==> config.mk <==
export PLATFORM = sky130hd
export DESIGN_NAME = measurement_counters
export DESIGN_NICKNAME = d
export VERILOG_FILES = /design/src/rtl/voltmeter_pkg.sv /design/src/rtl/sat_counter.sv /design/src/rtl/measurement_counters.sv
export SDC_FILE = /design/constraint.sdc
export NUM_CORES = 1
export LEC_CHECK = 0
export CORE_MARGIN = 2
export CORE_UTILIZATION = 37
export DETAILED_ROUTE_END_ITERATION = 8
export HOLD_SLACK_MARGIN = 0.08
export SETUP_SLACK_MARGIN = 0.05
export SLEW_MARGIN = 20
export SYNTH_ARGS = -nofsm -noshare
export SYNTH_HDL_FRONTEND = slang
export SYNTH_SLANG_ARGS = --single-unit
export TNS_END_PERCENT = 5
==> constraint.sdc <==
create_clock -name clk_i -period 2.45 [get_ports clk_i]
set_clock_uncertainty 0.15 [all_clocks]
set_input_delay 0.49 -clock clk_i [delete_from_list [all_inputs] [get_ports clk_i]]
set_output_delay 0.49 -clock clk_i [all_outputs]
set_load 0.02 [all_outputs]
==> src/rtl/voltmeter_pkg.sv <==
// Shared widths, limits and the latched-result record for the dual-slope
// measurement counter bank.
package voltmeter_pkg;

   localparam int PULSE_W    = 10;
   localparam int MEAS_W     = 12;
   localparam int CYCLE_W    = 5;
   localparam int INT_PULSES = 1000;
   localparam int CYCLES_MAX = 24;

   localparam logic [PULSE_W-1:0] PULSE_LAST = PULSE_W'(INT_PULSES - 1);
   localparam logic [MEAS_W-1:0]  MEAS_LAST  = {MEAS_W{1'b1}};
   localparam logic [CYCLE_W-1:0] CYCLE_LAST = CYCLE_W'(CYCLES_MAX);

   typedef struct packed {
      logic              sign;
      logic [MEAS_W-1:0] count;
   } result_t;

endpackage

==> src/rtl/sat_counter.sv <==
// Up-counter with clear priority that either wraps to zero or sticks at max_i;
// sat_o is a sticky flag raised when a saturating count reaches max_i.
module sat_counter #(
   parameter int W = 8
) (
   input  logic         clk_i,
   input  logic         rst_n_i,
   input  logic         clear_i,
   input  logic         enable_i,
   input  logic         saturate_i,
   input  logic [W-1:0] max_i,
   output logic [W-1:0] count_o,
   output logic         sat_o
);

   logic [W-1:0] count_r;
   logic         sat_r;
   logic [W-1:0] count_inc_s;
   logic [W-1:0] count_next_s;
   logic         sat_next_s;

   assign count_inc_s = count_r + {{(W-1){1'b0}}, 1'b1};

   // Next-state selection: clear, then enable with wrap or saturate at max_i.
   always_comb begin
      count_next_s = count_r;
      sat_next_s   = sat_r;
      if (clear_i) begin
         count_next_s = {W{1'b0}};
         sat_next_s   = 1'b0;
      end else if (enable_i) begin
         if (count_r == max_i) begin
            if (saturate_i) begin
               count_next_s = max_i;
               sat_next_s   = 1'b1;
            end else begin
               count_next_s = {W{1'b0}};
               sat_next_s   = sat_r;
            end
         end else begin
            count_next_s = count_inc_s;
            if (saturate_i && (count_inc_s == max_i)) begin
               sat_next_s = 1'b1;
            end else begin
               sat_next_s = sat_r;
            end
         end
      end else begin
         count_next_s = count_r;
         sat_next_s   = sat_r;
      end
   end

   // Count and flag registers.
   always_ff @(posedge clk_i or negedge rst_n_i) begin
      if (!rst_n_i) begin
         count_r <= {W{1'b0}};
         sat_r   <= 1'b0;
      end else begin
         count_r <= count_next_s;
         sat_r   <= sat_next_s;
      end
   end

   assign count_o = count_r;
   assign sat_o   = sat_r;

endmodule

==> src/rtl/measurement_counters.sv <==
// Counter bank behind the measurement sequencer: pulse, measurement and cycle
// counters plus a valid/ack latch that hands finished results to the MCU.
module measurement_counters
   import voltmeter_pkg::*;
(
   input  logic               clk_i,
   input  logic               rst_n_i,
   input  logic               idle_i,
   input  logic               integrate_i,
   input  logic               deintegrate_i,
   input  logic               ref_sign_i,
   input  logic               measurement_en_i,
   input  logic               measurement_clear_i,
   input  logic               result_ack_i,
   output logic [CYCLE_W-1:0] cycle_count_o,
   output logic [PULSE_W-1:0] pulse_count_o,
   output logic [MEAS_W-1:0]  measurement_count_o,
   output logic [MEAS_W-1:0]  result_o,
   output logic               result_sign_o,
   output logic               result_valid_o,
   output logic               overflow_o,
   output logic               overrun_o
);

   logic               int_q_r;
   logic               deint_q_r;
   logic               sign_q_r;
   logic               int_rise_s;
   logic               deint_fall_s;
   logic               pulse_sat_unused_s;
   logic [CYCLE_W-1:0] cycle_r;
   result_t            result_r;
   logic               valid_r;
   logic               overrun_r;

   assign int_rise_s   = integrate_i & ~int_q_r;
   assign deint_fall_s = ~deintegrate_i & deint_q_r;

   // Phase history for edge detection; the sign rides along so the capture
   // sees the polarity of the final deintegrate cycle.
   always_ff @(posedge clk_i or negedge rst_n_i) begin
      if (!rst_n_i) begin
         int_q_r   <= 1'b0;
         deint_q_r <= 1'b0;
         sign_q_r  <= 1'b0;
      end else begin
         int_q_r   <= integrate_i;
         deint_q_r <= deintegrate_i;
         sign_q_r  <= ref_sign_i;
      end
   end

   sat_counter #(.W(PULSE_W)) u_pulse_counter (
      .clk_i      (clk_i),
      .rst_n_i    (rst_n_i),
      .clear_i    (idle_i | int_rise_s),
      .enable_i   (integrate_i),
      .saturate_i (1'b0),
      .max_i      (PULSE_LAST),
      .count_o    (pulse_count_o),
      .sat_o      (pulse_sat_unused_s)
   );

   sat_counter #(.W(MEAS_W)) u_meas_counter (
      .clk_i      (clk_i),
      .rst_n_i    (rst_n_i),
      .clear_i    (measurement_clear_i),
      .enable_i   (measurement_en_i),
      .saturate_i (1'b1),
      .max_i      (MEAS_LAST),
      .count_o    (measurement_count_o),
      .sat_o      (overflow_o)
   );

   // Completed-measurement index within a burst.
   always_ff @(posedge clk_i or negedge rst_n_i) begin
      if (!rst_n_i) begin
         cycle_r <= {CYCLE_W{1'b0}};
      end else if (idle_i) begin
         cycle_r <= {CYCLE_W{1'b0}};
      end else if (deint_fall_s) begin
         cycle_r <= (cycle_r == CYCLE_LAST) ? {CYCLE_W{1'b0}} : cycle_r + {{(CYCLE_W-1){1'b0}}, 1'b1};
      end else begin
         cycle_r <= cycle_r;
      end
   end

   // Result latch; a same-cycle ack retires the old result so no overrun.
   always_ff @(posedge clk_i or negedge rst_n_i) begin
      if (!rst_n_i) begin
         result_r  <= '{sign: 1'b0, count: {MEAS_W{1'b0}}};
         valid_r   <= 1'b0;
         overrun_r <= 1'b0;
      end else if (deint_fall_s) begin
         result_r  <= '{sign: sign_q_r, count: measurement_count_o};
         valid_r   <= 1'b1;
         overrun_r <= (valid_r & ~result_ack_i) | (overrun_r & ~(valid_r & result_ack_i));
      end else if (valid_r && result_ack_i) begin
         result_r  <= result_r;
         valid_r   <= 1'b0;
         overrun_r <= 1'b0;
      end else begin
         result_r  <= result_r;
         valid_r   <= valid_r;
         overrun_r <= overrun_r;
      end
   end

   assign cycle_count_o  = cycle_r;
   assign result_o       = result_r.count;
   assign result_sign_o  = result_r.sign;
   assign result_valid_o = valid_r;
   assign overrun_o      = overrun_r;

endmodule
==> run summary <==
=================================================================================
Root buffer selected by CTS ........................................ sky130_fd_sc_hd__clkbuf_8
Worst Reg-to-Reg Cells .............................................            5
R2r endpoint ....................................................... u_meas_counter.count_o[10]$_DFFE_PN0P_
Worst hold start ................................................... sign_q_r$_DFF_PN0_
Count of nets after finishing ......................................          313
Routed wirelength normalized by instance count .....................     14.09 um
H-Tree Level Count .................................................            2
Cell count of the worst hold path ..................................            2
Leakage power ......................................................     1.259 nW
Kind of capture point of the worst setup path ...................... primary output
Number of buffers inserted by post-CTS setup repair ................            0
Worst IR drop on VDD ...............................................    0.1887 mV
Number of I/O pins .................................................           52
Cells traversed along the worst timing path ........................ clkdlybuf4s50_1
Row count ..........................................................           28
Total power consumption of the routed design .......................   0.001414 W
Number of maximum-capacitance violations ...........................            0
Setup repair after global routing missed its margin ................           no
Worst-path fanout max ..............................................           13
#FFs+latches synth .................................................           46
Number of placed instances with taps included ......................          366
Half-perimeter wire length of the detailed placement result ........      3779 um
Number of iterations in the first detailed-routing pass ............            4
CP Data Required Time ..............................................      1.81 ns
Sink Count .........................................................           46
Startpoint of the worst-slack reg-to-reg timing path ............... u_meas_counter.count_o[1]$_DFFE_PN0P_
Instance count of the mapped netlist ...............................          243
Clock slew seen by the registers of the worst setup and hold paths .      0.08 ns
First-pass GRT wire length .........................................      8721 um
Core area ..........................................................    5921 um^2
Cell types with the largest area share after synthesis ............. sky130_fd_sc_hd__dfrtp_1, sky130_fd_sc_hd__nand2_1, sky130_fd_sc_hd__a21oi_1
Max-slew headroom at the worst pin .................................       68.18%
Number of buffers created by CTS ...................................            5
Initial cell density of the core ...................................       38.36%
Via count of the first global-routing pass .........................         1767
Reg-to-reg setup timing slack ......................................      0.41 ns
Hold Crit Endpoint ................................................. result_sign_o$_DFFE_PN0P_
Sequential area share after synthesis ..............................       50.69%
Period minus WS final ..............................................     2.199 ns
Synth warnings .....................................................            0
Number of endpoints failing setup at the final stage ...............            0
Total negative slack for setup checks ..............................         0 ns
Classification of the worst setup path ............................. flop to primary output
EDFF count, synth ..................................................            0
Share of the synthesized area in the top cell type .................       50.69%
Post-synthesis cell type count .....................................           44
Source-to-sink clock delay at the later pin of the worst-skew pair .      0.29 ns
Number of I/O port buffers .........................................           51
Final hold slack ...................................................    0.2939 ns
Area after detailed placement ......................................    2875 um^2
Worst Tran Pin Value ...............................................    0.4773 ns
Overflow left after global routing .................................            0
Final cell count without fillers ...................................          374
Net count after synthesis ..........................................          257
Launching element type of the critical path ........................         flop
Die Span X .........................................................     82.35 um
Number of antenna violations at the first check in global routing ..            0
RD Place Congestion ................................................       0.8047
Fraction of synthesis flops using an asynchronous set or reset pin .       100.0%
DR DRC count .......................................................            0
Design Area, Final .................................................    2965 um^2
Number of DRC markers after the initial detailed-route iteration ...           73
Detailed Route WL ..................................................      5270 um
Largest area contributor in the synthesized netlist ................ sky130_fd_sc_hd__dfrtp_1
Crit-path leading delay family ..................................... buffers and inverters
Number of buffers between clock root and the deepest sink ..........            2
Drt via density ....................................................        5.206
Number of buffer and inverter stages on the critical path ..........            1
Cell with the largest stage delay on the worst path ................ sky130_fd_sc_hd__clkdlybuf4s50_1
Fraction of final layout cells sized beyond drive strength 1 .......       7.358%
Post-DRT Antenna Nets ..............................................            0
TritonCTS clock tree ...............................................          yes
Average cell area after synthesis ..................................   9.345 um^2
Status ............................................................. finished clean
CP startpoint ...................................................... u_meas_counter.count_o[2]$_DFFE_PN0P_
Post-synthesis instance area .......................................    2271 um^2
Max Fclk ...........................................................    454.7 MHz
HP Class ........................................................... flop to flop
Hold Vio Cnt, Final ................................................            0
Global routing usage summed across all routing layers ..............       16.73%
Area grow syn2layout ...............................................       30.58%
Antenna Diode Count ................................................            0
Area of the die ....................................................    6781 um^2
Final Max Tran Viols ...............................................            0
Power per unit of standard cell area ............................... 476.9 nW/um^2
Crit path arrival time .............................................      1.56 ns
Maximum number of pins on one net before global-route repair .......           23
Die boundary height ................................................     82.35 um
Primary FF master, synth ........................................... sky130_fd_sc_hd__dfrtp_1
Total via count in the routed design ...............................         1947
Slowest Stage Delay on Critical Path ...............................      0.69 ns
Final period utilization ...........................................       89.77%
=================================================================================
==> repair_timing <==
item / in CTS / in global routing
hold buffers: 1 / 0
hold endpoints to repair: 20 / 0
gates resized for setup: 0 / 0
==> per-stage QoR <==
step | util (%) | setup slack (ns)
global route | 50.08 | 0.1723
global placement | 48.56 | 0.4031
detailed placement | 48.56 | 0.3368
CTS | 50.08 | 0.2460
finish | 50.08 | 0.2507
floorplan | - | 0.4498
==> worst register-to-register path: stages (launching register included) <==
cell                       delay [ns]
sky130_fd_sc_hd__dfrtp_1         0.53
sky130_fd_sc_hd__ha_1            0.23
sky130_fd_sc_hd__inv_1           0.11
sky130_fd_sc_hd__nor3_1          0.44
sky130_fd_sc_hd__nand4_1         0.19
sky130_fd_sc_hd__a211oi_1        0.30
==> synthesized netlist by cell type (all sizes together), types with 6 or more instances <==
| library cell | count |
|---|---|
| a211oi | 8 |
| nand2 | 49 |
| nor2 | 18 |
| o21ai | 11 |
| inv | 8 |
| nor3 | 11 |
| clkbuf | 6 |
| nand4 | 7 |
| nand3 | 8 |
| a21oi | 15 |
| dfrtp | 46 |
==> kinds of logic (layout without fill, tap and decap cells) <==
kind of cell               after synthesis  in the layout  synth area share (%)
AOI/OAI and AO/OA                       55             55                 15.54
adders and majority gates                5              5                 2.755
buffers and inverters                   19             75                 3.746
and+or+nand+nor                        109            109                 23.64
muxes                                    2              2                0.9366
DFF                                     46             46                 50.69
xor gates and xnor gates                 7              7                 2.700
==> final cells by class <==
cell class / instances / area (um^2)
flip-flops and latches: 46 / 1151
clock inverters: 1 / 7.507
repair buffers: 60 / 575.6
inverters: 8 / 30.03
clock buffers: 6 / 72.57
fillers: 581 / 2955
multi-input cells: 178 / 1035
well taps: 75 / 93.84
==> layer usage <==
layer  up-vias  GRT usage, %  share of wire (%)
met2        53         25.73                 46
met4         0         5.667                1.2
met5         -             0                  0
met3         8         3.152                5.1
met1       915         23.65                 48
li1        971             -                  -
==> layout by cell type (no fill, tap or decap), types with 3 or more instances in the layout <==
cell / instances
sky130_fd_sc_hd__nand2_1: 49
sky130_fd_sc_hd__nand3_1: 8
sky130_fd_sc_hd__o21ai_0: 11
sky130_fd_sc_hd__nor3_1: 10
sky130_fd_sc_hd__a31oi_1: 3
sky130_fd_sc_hd__or3_1: 3
sky130_fd_sc_hd__xor2_1: 5
sky130_fd_sc_hd__dfrtp_1: 46
sky130_fd_sc_hd__clkdlybuf4s50_1: 50
sky130_fd_sc_hd__a21o_1: 5
sky130_fd_sc_hd__inv_1: 8
sky130_fd_sc_hd__a21oi_1: 15
sky130_fd_sc_hd__nor2_1: 18
sky130_fd_sc_hd__nand4b_1: 3
sky130_fd_sc_hd__clkbuf_8: 5
sky130_fd_sc_hd__nand4_1: 6
sky130_fd_sc_hd__buf_4: 8
sky130_fd_sc_hd__ha_1: 5
sky130_fd_sc_hd__a211oi_1: 8
==> worst max path at each step <==
stage / end / slack, ns / cells after the start
after detailed placement: u_pulse_counter.count_o[5]$_DFFE_PN0P_ / 0.34 / 5
after CTS: measurement_count_o[2] / 0.25 / 1
after global placement: u_pulse_counter.count_o[5]$_DFFE_PN0P_ / 0.40 / 5
final: measurement_count_o[2] / 0.25 / 1
after floorplan: u_meas_counter.count_o[7]$_DFFE_PN0P_ / 0.45 / 7
after global routing: measurement_count_o[2] / 0.17 / 1
==> registers in the layout (all words and copies together), names as in the netlist <==
register and flops:
cycle_count_o 5, deint_q_r 1, int_q_r 1, overrun_o 1, result_o 12, result_sign_o 1, result_valid_o 1, sign_q_r 1
u_meas_counter.count_o 12, u_meas_counter.sat_o 1, u_pulse_counter.count_o 10
==> where the power goes <==
group          internal (W)  leakage (nW)  switching, W  total [W]
Combinational     0.0000730         0.598     0.0000953   0.000168
Clock              0.000196        0.0373      0.000246   0.000442
Sequential         0.000780         0.624     0.0000232   0.000804
Total               0.00105          1.26      0.000365    0.00141
No activity file was read; power rests on OpenSTA's default activity.
